$ cat src/rtl/mem_requester_pkg.sv
// Shared types and helpers for the mem_requester memory initiator.
// Imported by the interface, the top and the optional statistics block.
package mem_requester_pkg;

   typedef enum logic [1:0] {
      INIT    = 2'd0,
      IDLE    = 2'd1,
      RD_WAIT = 2'd2
   } state_t;

   localparam int STAT_W = 16;

   function automatic logic in_range(input int unsigned addr, input int unsigned size);
      return addr < size;
   endfunction

endpackage

$ cat src/rtl/mem_requester_if.sv
// Command/response handshake plus memory strobe bus of mem_requester.
// Handshake: a transfer happens on a rising clock edge where valid && ready;
// the sender holds valid and payload stable until then, and ready may depend on valid.
interface mem_requester_if #(
   parameter int DATA_W    = 8,
   parameter int ADDR_SIZE = 3
);

   logic                 cmd_valid;
   logic                 cmd_ready;
   logic                 cmd_we;
   logic [ADDR_SIZE-1:0] cmd_addr;
   logic [DATA_W-1:0]    cmd_wdata;

   logic                 rsp_valid;
   logic                 rsp_ready;
   logic [DATA_W-1:0]    rsp_data;
   logic                 rsp_err;

   logic                 mem_write;
   logic                 mem_read;
   logic [ADDR_SIZE-1:0] mem_addr_w;
   logic [ADDR_SIZE-1:0] mem_addr_r;
   logic [DATA_W-1:0]    mem_datain;
   logic [DATA_W-1:0]    mem_dataout;

   // The requester side: takes commands, returns responses, drives the memory.
   modport slave (
      input  cmd_valid, cmd_we, cmd_addr, cmd_wdata, rsp_ready, mem_dataout,
      output cmd_ready, rsp_valid, rsp_data, rsp_err,
             mem_write, mem_read, mem_addr_w, mem_addr_r, mem_datain
   );

   // The environment side: command source, response sink and memory.
   modport master (
      output cmd_valid, cmd_we, cmd_addr, cmd_wdata, rsp_ready, mem_dataout,
      input  cmd_ready, rsp_valid, rsp_data, rsp_err,
             mem_write, mem_read, mem_addr_w, mem_addr_r, mem_datain
   );

endinterface

$ cat src/rtl/mem_requester_stats.sv
// Saturating 16-bit event counters for accepted writes, reads and
// out-of-range commands; only instantiated under MEM_REQUESTER_STATS_EN.
module mem_requester_stats
   import mem_requester_pkg::*;
(
   input  logic              clock,
   input  logic              reset,
   input  logic              inc_wr,
   input  logic              inc_rd,
   input  logic              inc_err,
   output logic [STAT_W-1:0] stat_wr,
   output logic [STAT_W-1:0] stat_rd,
   output logic [STAT_W-1:0] stat_err
);

   always_ff @(posedge clock or posedge reset) begin
      if (reset) begin
         stat_wr  <= '0;
         stat_rd  <= '0;
         stat_err <= '0;
      end else begin
         if (inc_wr && (stat_wr != '1))
            stat_wr <= stat_wr + 1'b1;
         if (inc_rd && (stat_rd != '1))
            stat_rd <= stat_rd + 1'b1;
         if (inc_err && (stat_err != '1))
            stat_err <= stat_err + 1'b1;
      end
   end

endmodule

$ cat src/rtl/mem_requester.sv
// Memory initiator: sweeps memory to INIT_VALUE after reset, then serves one
// command at a time. Optional counters under MEM_REQUESTER_STATS_EN.
module mem_requester
   import mem_requester_pkg::*;
#(
   parameter int                DATA_W     = 8,
   parameter int                MEM_SIZE   = 6,
   parameter int                ADDR_SIZE  = $clog2(MEM_SIZE),
   parameter logic [DATA_W-1:0] INIT_VALUE = '0
) (
   input  logic              clock,
   input  logic              reset,
   mem_requester_if.slave    bus,
   output state_t            dbg_state
`ifdef MEM_REQUESTER_STATS_EN
   ,
   output logic [STAT_W-1:0] stat_wr,
   output logic [STAT_W-1:0] stat_rd,
   output logic [STAT_W-1:0] stat_err
`endif
);

   localparam logic [ADDR_SIZE-1:0] LAST_ADDR = ADDR_SIZE'(MEM_SIZE - 1);

   state_t               state, state_nxt;
   logic [ADDR_SIZE-1:0] cnt;
   logic                 rsp_valid_q;
   logic                 rsp_err_q;
   logic [DATA_W-1:0]    rsp_data_q;
   logic                 cmd_ready_c;
   logic                 accept;
   logic                 addr_ok;

   // Ready only when the response slot is empty or being drained this cycle.
   assign cmd_ready_c = (state == IDLE) && (!rsp_valid_q || bus.rsp_ready);
   assign accept      = bus.cmd_valid && cmd_ready_c;
   assign addr_ok     = in_range(32'(bus.cmd_addr), 32'(MEM_SIZE));

   assign bus.cmd_ready = cmd_ready_c;
   assign bus.rsp_valid = rsp_valid_q;
   assign bus.rsp_data  = rsp_data_q;
   assign bus.rsp_err   = rsp_err_q;
   assign dbg_state     = state;

   always_ff @(posedge clock or posedge reset) begin
      if (reset) begin
         state <= INIT;
         cnt   <= '0;
      end else begin
         state <= state_nxt;
         if (state == INIT)
            cnt <= (cnt == LAST_ADDR) ? '0 : cnt + 1'b1;
      end
   end

   // Strobes are gated by reset because the async reset parks the FSM in INIT,
   // which would otherwise assert mem_write while reset is still high.
   always_comb begin
      state_nxt      = state;
      bus.mem_write  = 1'b0;
      bus.mem_read   = 1'b0;
      bus.mem_addr_w = '0;
      bus.mem_addr_r = '0;
      bus.mem_datain = '0;
      case (state)
         INIT: begin
            if (!reset) begin
               bus.mem_write  = 1'b1;
               bus.mem_addr_w = cnt;
               bus.mem_datain = INIT_VALUE;
            end
            if (cnt == LAST_ADDR)
               state_nxt = IDLE;
         end
         IDLE: begin
            if (accept && addr_ok) begin
               if (bus.cmd_we) begin
                  bus.mem_write  = 1'b1;
                  bus.mem_addr_w = bus.cmd_addr;
                  bus.mem_datain = bus.cmd_wdata;
               end else begin
                  bus.mem_read   = 1'b1;
                  bus.mem_addr_r = bus.cmd_addr;
                  state_nxt      = RD_WAIT;
               end
            end
         end
         RD_WAIT: state_nxt = IDLE;
         default: state_nxt = INIT;
      endcase
   end

   // Response register: drain first, then load from this cycle's accept or read return.
   always_ff @(posedge clock or posedge reset) begin
      if (reset) begin
         rsp_valid_q <= 1'b0;
         rsp_err_q   <= 1'b0;
         rsp_data_q  <= '0;
      end else begin
         if (rsp_valid_q && bus.rsp_ready) begin
            rsp_valid_q <= 1'b0;
            rsp_err_q   <= 1'b0;
            rsp_data_q  <= '0;
         end
         if (accept && (bus.cmd_we || !addr_ok)) begin
            rsp_valid_q <= 1'b1;
            rsp_err_q   <= !addr_ok;
            rsp_data_q  <= '0;
         end else if (state == RD_WAIT) begin
            rsp_valid_q <= 1'b1;
            rsp_err_q   <= 1'b0;
            rsp_data_q  <= bus.mem_dataout;
         end
      end
   end

`ifdef MEM_REQUESTER_STATS_EN
   mem_requester_stats u_stats (
      .clock    (clock),
      .reset    (reset),
      .inc_wr   (accept && addr_ok && bus.cmd_we),
      .inc_rd   (accept && addr_ok && !bus.cmd_we),
      .inc_err  (accept && !addr_ok),
      .stat_wr  (stat_wr),
      .stat_rd  (stat_rd),
      .stat_err (stat_err)
   );
`endif

endmodule

$ cat src/flat_wrapper.sv
// flat-port wrapper written by rule: the top's interface ports become plain ports
module mem_requester_flat import mem_requester_pkg::*;
#(
   parameter int                DATA_W     = 8,
   parameter int                MEM_SIZE   = 6,
   parameter int                ADDR_SIZE  = $clog2(MEM_SIZE),
   parameter logic [DATA_W-1:0] INIT_VALUE = '0
)
  (clock, reset, dbg_state, bus_cmd_valid, bus_cmd_we, bus_cmd_addr, bus_cmd_wdata, bus_rsp_ready, bus_mem_dataout, bus_cmd_ready, bus_rsp_valid, bus_rsp_data, bus_rsp_err, bus_mem_write, bus_mem_read, bus_mem_addr_w, bus_mem_addr_r, bus_mem_datain);
  mem_requester_if #(.DATA_W(DATA_W), .ADDR_SIZE(ADDR_SIZE)) bus_i ();
  input  logic clock;
  input  logic reset;
  output state_t dbg_state;
  input wire logic [$bits(bus_i.cmd_valid)-1:0] bus_cmd_valid;
  input wire logic [$bits(bus_i.cmd_we)-1:0] bus_cmd_we;
  input wire logic [$bits(bus_i.cmd_addr)-1:0] bus_cmd_addr;
  input wire logic [$bits(bus_i.cmd_wdata)-1:0] bus_cmd_wdata;
  input wire logic [$bits(bus_i.rsp_ready)-1:0] bus_rsp_ready;
  input wire logic [$bits(bus_i.mem_dataout)-1:0] bus_mem_dataout;
  output wire logic [$bits(bus_i.cmd_ready)-1:0] bus_cmd_ready;
  output wire logic [$bits(bus_i.rsp_valid)-1:0] bus_rsp_valid;
  output wire logic [$bits(bus_i.rsp_data)-1:0] bus_rsp_data;
  output wire logic [$bits(bus_i.rsp_err)-1:0] bus_rsp_err;
  output wire logic [$bits(bus_i.mem_write)-1:0] bus_mem_write;
  output wire logic [$bits(bus_i.mem_read)-1:0] bus_mem_read;
  output wire logic [$bits(bus_i.mem_addr_w)-1:0] bus_mem_addr_w;
  output wire logic [$bits(bus_i.mem_addr_r)-1:0] bus_mem_addr_r;
  output wire logic [$bits(bus_i.mem_datain)-1:0] bus_mem_datain;
  assign bus_i.cmd_valid = bus_cmd_valid;
  assign bus_i.cmd_we = bus_cmd_we;
  assign bus_i.cmd_addr = bus_cmd_addr;
  assign bus_i.cmd_wdata = bus_cmd_wdata;
  assign bus_i.rsp_ready = bus_rsp_ready;
  assign bus_i.mem_dataout = bus_mem_dataout;
  assign bus_cmd_ready = bus_i.cmd_ready;
  assign bus_rsp_valid = bus_i.rsp_valid;
  assign bus_rsp_data = bus_i.rsp_data;
  assign bus_rsp_err = bus_i.rsp_err;
  assign bus_mem_write = bus_i.mem_write;
  assign bus_mem_read = bus_i.mem_read;
  assign bus_mem_addr_w = bus_i.mem_addr_w;
  assign bus_mem_addr_r = bus_i.mem_addr_r;
  assign bus_mem_datain = bus_i.mem_datain;
  mem_requester #(.DATA_W(DATA_W), .MEM_SIZE(MEM_SIZE), .ADDR_SIZE(ADDR_SIZE), .INIT_VALUE(INIT_VALUE)) u_core (.clock(clock), .reset(reset), .bus(bus_i), .dbg_state(dbg_state));
endmodule
$ cat config.mk
export PLATFORM = sky130hd
export DESIGN_NAME = mem_requester_flat
export DESIGN_NICKNAME = d
export VERILOG_FILES = /design/src/rtl/mem_requester_pkg.sv /design/src/rtl/mem_requester_if.sv /design/src/rtl/mem_requester_stats.sv /design/src/rtl/mem_requester.sv /design/src/flat_wrapper.sv
export SDC_FILE = /design/constraint.sdc
export NUM_CORES = 1
export LEC_CHECK = 0
export ABC_AREA = 0
export CORE_MARGIN = 2
export CORE_UTILIZATION = 37
export CTS_CLUSTER_DIAMETER = 50
export DETAILED_ROUTE_END_ITERATION = 8
export MAX_ROUTING_LAYER = met4
export PLACE_DENSITY = 0.85
export SLEW_MARGIN = 30
export SYNTH_ARGS = -nofsm -noshare
export SYNTH_HDL_FRONTEND = slang
export SYNTH_SLANG_ARGS = --single-unit
$ cat constraint.sdc
create_clock -name clock -period 2.1 [get_ports clock]
set_input_delay 0.42 -clock clock [delete_from_list [all_inputs] [get_ports clock]]
set_output_delay 0.42 -clock clock [all_outputs]
set_load 0.1 [all_outputs]
; ---- After elaboration in Yosys (flattened, before gate mapping)
; Cells that the tools add are included.
[word_totals]
wordCells = 55
in_bits = 24
out_inout_bits = 29
ff_bits = 15
[classes]
add_sub_neg = 1
mux = 30
reduce_logical = 12
eq_ne = 6
order_cmp = 1
[op_table]
columns = operator, count
row1 = 8-bit two-way mux, 6
row2 = 3-bit two-way mux, 7
row3 = 1-bit two-way mux, 11
row4 = 2-bit two-way mux, 3
row5 = 2-bit inequality test (second input constant), 3
row6 = 2-bit one-hot mux with 3 select lines, 1
row7 = 3-bit one-hot mux with 2 select lines, 1
row8 = 1-bit logical AND, 5
row9 = 3-bit by 1-bit adder with 3-bit output (second input constant), 1
row10 = 3-bit == test (second input constant), 1
row11 = 3-bit < comparator (second input constant), 1
row12 = 3-bit AND reduction, 1
row13 = 3-bit nonzero test, 1
row14 = 2-bit by 1-bit == test with 1-bit output (second input constant), 1
row15 = 2-bit == test (second input constant), 1
row16 = 1-bit zero test, 2
row17 = 2-bit zero test, 1
row18 = 1-bit logical OR, 2
row19 = 1-bit one-hot mux with 2 select lines, 1

; ---- Logic depth before layout (Yosys ltp)
[logic_depth]
word_depth = 7
ltp_mapped = 4
mapped_depth_nobuf = 3

; ---- Worst setup path after synthesis
; No wires, ideal clock.
[synth_path]
kind = register to output
startpoint = register u_core.state[0] (netlist: u_core.dbg_state[0])
endpoint = output port bus_mem_addr_r[0]
path_stages_with_launch = 4
required_ps = 1680
setup_slack_ps = -1384
n_path_buf = 0
t_arrival_ps = 3064
path_cell_list = dfrtp_1 and3b_2 and3_1 and2_1
[synth_between]
elab_chain_cells = 6
[synth_lines]
columns = element, line
row1 = from (decl), mem_requester.sv:25  ; state_t state, state_nxt;
row2 = from (signal assigned), mem_requester.sv:50  ; state <= state_nxt;
row3 = 2-bit by 1-bit == test with 1-bit output (*), "mem_requester.sv:35, mem_requester.sv:65"
row4 = 1-bit logical AND, mem_requester.sv:35  ; assign cmd_ready_c = (state == IDLE) && (!rsp_valid_q || bus.rsp_ready);
row5 = 1-bit logical AND, mem_requester.sv:36  ; assign accept = bus.cmd_valid && cmd_ready_c;
row6 = 1-bit logical AND, mem_requester.sv:76  ; if (accept && addr_ok) begin
row7 = 3-bit two-way mux, mem_requester.sv:76
row8 = 3-bit two-way mux (*), mem_requester.sv:65  ; case (state)
row9 = to (decl), flat_wrapper.sv:27  ; output wire logic [$bits(bus_i.mem_addr_r)-1:0] bus_mem_addr_r;
; Mark *: on every way between the ends. The rest lies on a longest branch, timed or not.

; ---- Worst setup path after layout
[layout_path]
startpoint = register u_core.state[1] (netlist: u_core.dbg_state[1])
endpoint = output port bus_mem_datain[7]
[layout_between]
elab_chain_cells = 6
[layout_lines]
columns = element, line
row1 = 2-bit by 1-bit == test with 1-bit output (*), "mem_requester.sv:35, mem_requester.sv:65"
row2 = 1-bit logical AND, mem_requester.sv:35
row3 = 1-bit logical AND, mem_requester.sv:36
row4 = 1-bit logical AND, mem_requester.sv:76
row5 = 8-bit two-way mux, mem_requester.sv:76
row6 = 8-bit two-way mux (*), --
row7 = to (decl), flat_wrapper.sv:28  ; output wire logic [$bits(bus_i.mem_datain)-1:0] bus_mem_datain;
; Marked as above.

==> flow_summary.json <==
{
  "die_x_um": 53.5,
  "cp.required_ns": 1.68,
  "timing.final.crit_share_pct": 101,
  "synth_fa_ha_area_share_pct": 0,
  "drive_above_1_share_pct": 52.5,
  "cts.sinks": 15,
  "outcome": "finished with violations",
  "relSlewSlack_pct": 63.1,
  "placedCellCount": 172,
  "drc": 0,
  "power.density_nw_per_um2": 1510,
  "gp_congestion": 0.816,
  "io_pins": 53,
  "drt-initial-drc-count": 23,
  "port_buffers": 52,
  "cts-root-buf": "clkbuf_4",
  "core-area_sq_um": 2250,
  "cts_buffers": 3,
  "start_util_pct": 40.2,
  "grt_overflow": 0,
  "insertion_delay_ns": 0.29,
  "cts_tree": "built",
  "critPathKind": "reg2out",
  "synth_nets": 112,
  "final_cells": 186,
  "yosys.area_share.simple_pct": 32.8,
  "endpoint_kind": "output port",
  "min_path_type": "reg2reg",
  "synthCells": 88,
  "synth-xor-area-share_pct": 0.966,
  "ys_ff_latch": 15,
  "design_area_sq_um": 1840,
  "violations": "setup timing",
  "cts.htree.levels": 1,
  "antenna_found_initial": 0,
  "p_leak_uw": 0.000864,
  "grt_pass1_vias": 1086,
  "synth_top_family_by_area": "simple AND/OR/NAND/NOR gates",
  "avgSynthCellArea_sq_um": 10.3,
  "synth_compound_area_share_pct": 17.5,
  "setup_viol": 4,
  "rows": 17,
  "clock_path_buffers": 2,
  "synth_cell_type_count": 30,
  "hold_slack_ns": 0.549,
  "cts_hold_buf": 0,
  "die_h_um": 53.5,
  "layout_min_cycle_time_ns": 2.12,
  "viasPerCell": 5.65,
  "grt_max_degree": 16,
  "vias": 1050,
  "tightest_slew_ns": 0.554,
  "clkTransAtPathRegs_ns": 0.09,
  "first_pass_iters": 4,
  "grt_pass1_wl_um": 5190,
  "post_drt_wl_per_cell_um": 19.2,
  "nets": 183,
  "finalHoldViolCount": 0,
  "grt.total_usage_pct": 26.1,
  "vdd_drop_max_uv": 1270,
  "cap_violations": 0,
  "start_kind": "register",
  "yosysSeqAreaShare_pct": 41.4,
  "arrival_ns": 1.70,
  "utilization_pct": 81.8,
  "n_antenna_cell": 0,
  "synth.area.mux_share_pct": 2.48,
  "area_delta_synth_final_pct": 103,
  "maxSlewViolCount": 0,
  "antenna_left": 0,
  "dpl.hpwl_um": 2450,
  "worst_slack_ns": -0.0244,
  "rsz0062_at_grt": "true",
  "max_freq_ghz": 0.471,
  "reg2reg_slack_ns": 0.37,
  "placed_area_sq_um": 1690,
  "synthesis.area_sq_um": 907,
  "skew_ns": 0.00586,
  "totalWireLength_um": 3560,
  "crit_fanout": 5,
  "die_area_sq_um": 2860,
  "synth_warnings": 0
}
## final timing paths
kind	start	end	cells past startpoint
setup / recovery	u_core.dbg_state[1]$_DFFE_PP0P_	bus_mem_datain[7]	4
hold / removal	u_core.bus.rsp_data[0]$_DFFE_PP0P_	u_core.bus.rsp_data[0]$_DFFE_PP0P_	1
setup reg to reg	u_core.dbg_state[1]$_DFFE_PP0P_	u_core.bus.rsp_data[5]$_DFFE_PP0P_	5
hold reg to reg	u_core.bus.rsp_data[0]$_DFFE_PP0P_	u_core.bus.rsp_data[0]$_DFFE_PP0P_	1
max in group asynchronous	reset	u_core.dbg_state[1]$_DFFE_PP0P_	2
min in group asynchronous	reset	u_core.dbg_state[0]$_DFFE_PP0P_	2
## through the flow
step	setup slack [ns]	total power [uW]	TNS, ns
global placement	-0.0817	2420	-0.751
global route	-0.0496	2860	-0.414
detailed placement	-0.147	2470	-1.44
finish	-0.0244	2780	-0.0816
CTS	-0.00142	2700	-0.00210
floorplan	-0.117	1910	-0.482
## what timing repair did
item / 4_1_cts / 5_1_grt
pin swaps: 4 / 7
setup endpoints to repair: 16 / 14
setup buffers: 6 / 3
gates resized for setup: 13 / 7
gates cloned: 1 / 0
endpoints found under the hold margin: 0 / 0
## routing by layer
metal	share of wire, %	vias up	routed length (um)	global-route usage [%]
met3	11	4	377	5.93
met4	0.81	0	29	8.12
met5	0	-	0	-
li1	-	475	-	-
met2	53	59	1900	50.0
met1	35	512	1250	25.6
## sequential cells by signal (all words and copies together), names as in the netlist
signal and cells:
u_core.dbg_state 2, u_core.bus.rsp_err 1, u_core.bus.rsp_data 8, u_core.cnt 3, u_core.bus.rsp_valid 1
## synth_stat cells
cell type | number | share of area, %
dfrtp_1 | 15 | 41
and2_1 | 9 | 6.2
a221o_1 | 8 | 8.8
and4b_1 | 8 | 8.8
nor2_1 | 5 | 2.1
and3_1 | 4 | 2.8
inv_1 | 4 | 1.7
nand2_1 | 4 | 1.7
a22o_1 | 3 | 2.9
nor2b_1 | 3 | 2.1
clkbuf_1 | 2 | 0.83
mux2_2 | 2 | 2.5
nand2b_1 | 2 | 1.4
nor3_1 | 2 | 1.1
o22ai_1 | 2 | 1.4
a21oi_1 | 1 | 0.55
a31oi_1 | 1 | 0.69
and2b_1 | 1 | 0.83
and3b_2 | 1 | 1.1
and4_4 | 1 | 1.2
buf_2 | 1 | 0.55
buf_6 | 1 | 1.2
clkbuf_2 | 1 | 0.55
nand2b_4 | 1 | 1.5
nand3_1 | 1 | 0.55
nand3b_1 | 1 | 0.83
o211ai_1 | 1 | 0.83
o311a_4 | 1 | 2.3
or2_1 | 1 | 0.69
xor2_1 | 1 | 0.97
## final cells by class
class,count,area (sq um)
timing repair buffer,70,793
multi-input combinational,65,591
fill,123,410
sequential,15,384
tap,28,35.0
clock buffer,4,26.3
inverter,4,15.0
## cell usage in the layout (no fill, tap or decap), drive strengths merged, types with 2 or more instances in the layout
| cell type | n |
|---|---|
| and2 | 9 |
| a22o | 3 |
| and4b | 8 |
| mux2 | 2 |
| clkbuf | 4 |
| a221o | 8 |
| dlygate4sd2 | 5 |
| nor2b | 3 |
| nor2 | 5 |
| dfrtp | 15 |
| nand2 | 4 |
| and4 | 2 |
| clkdlybuf4s50 | 18 |
| and3 | 4 |
| nor3 | 2 |
| buf | 47 |
| inv | 4 |
| o22ai | 2 |
| nand2b | 3 |
## power by group
| group | leakage [uW] | internal [uW] | switching, uW |
|---|---|---|---|
| Sequential | 0.000188 | 417 | 128 |
| Clock | 0.0000150 | 73.8 | 91.3 |
| Combinational | 0.000662 | 686 | 1390 |
## critical path, cell delays in order (launching register included)
cell     delay [ns]
dfrtp_4        0.50
and3b_2        0.31
and4_4         0.28
and2_4         0.17
buf_12         0.17
## cell families (layout without fill, tap and decap cells)
kind of cell / after synthesis / after routing
compound gates: 17 / 17
xor+xnor: 1 / 1
buf+inv: 9 / 78
flops: 15 / 15
mux: 2 / 2
simple gates: 44 / 45
Note: power is estimated with default switching activity, not from simulation.
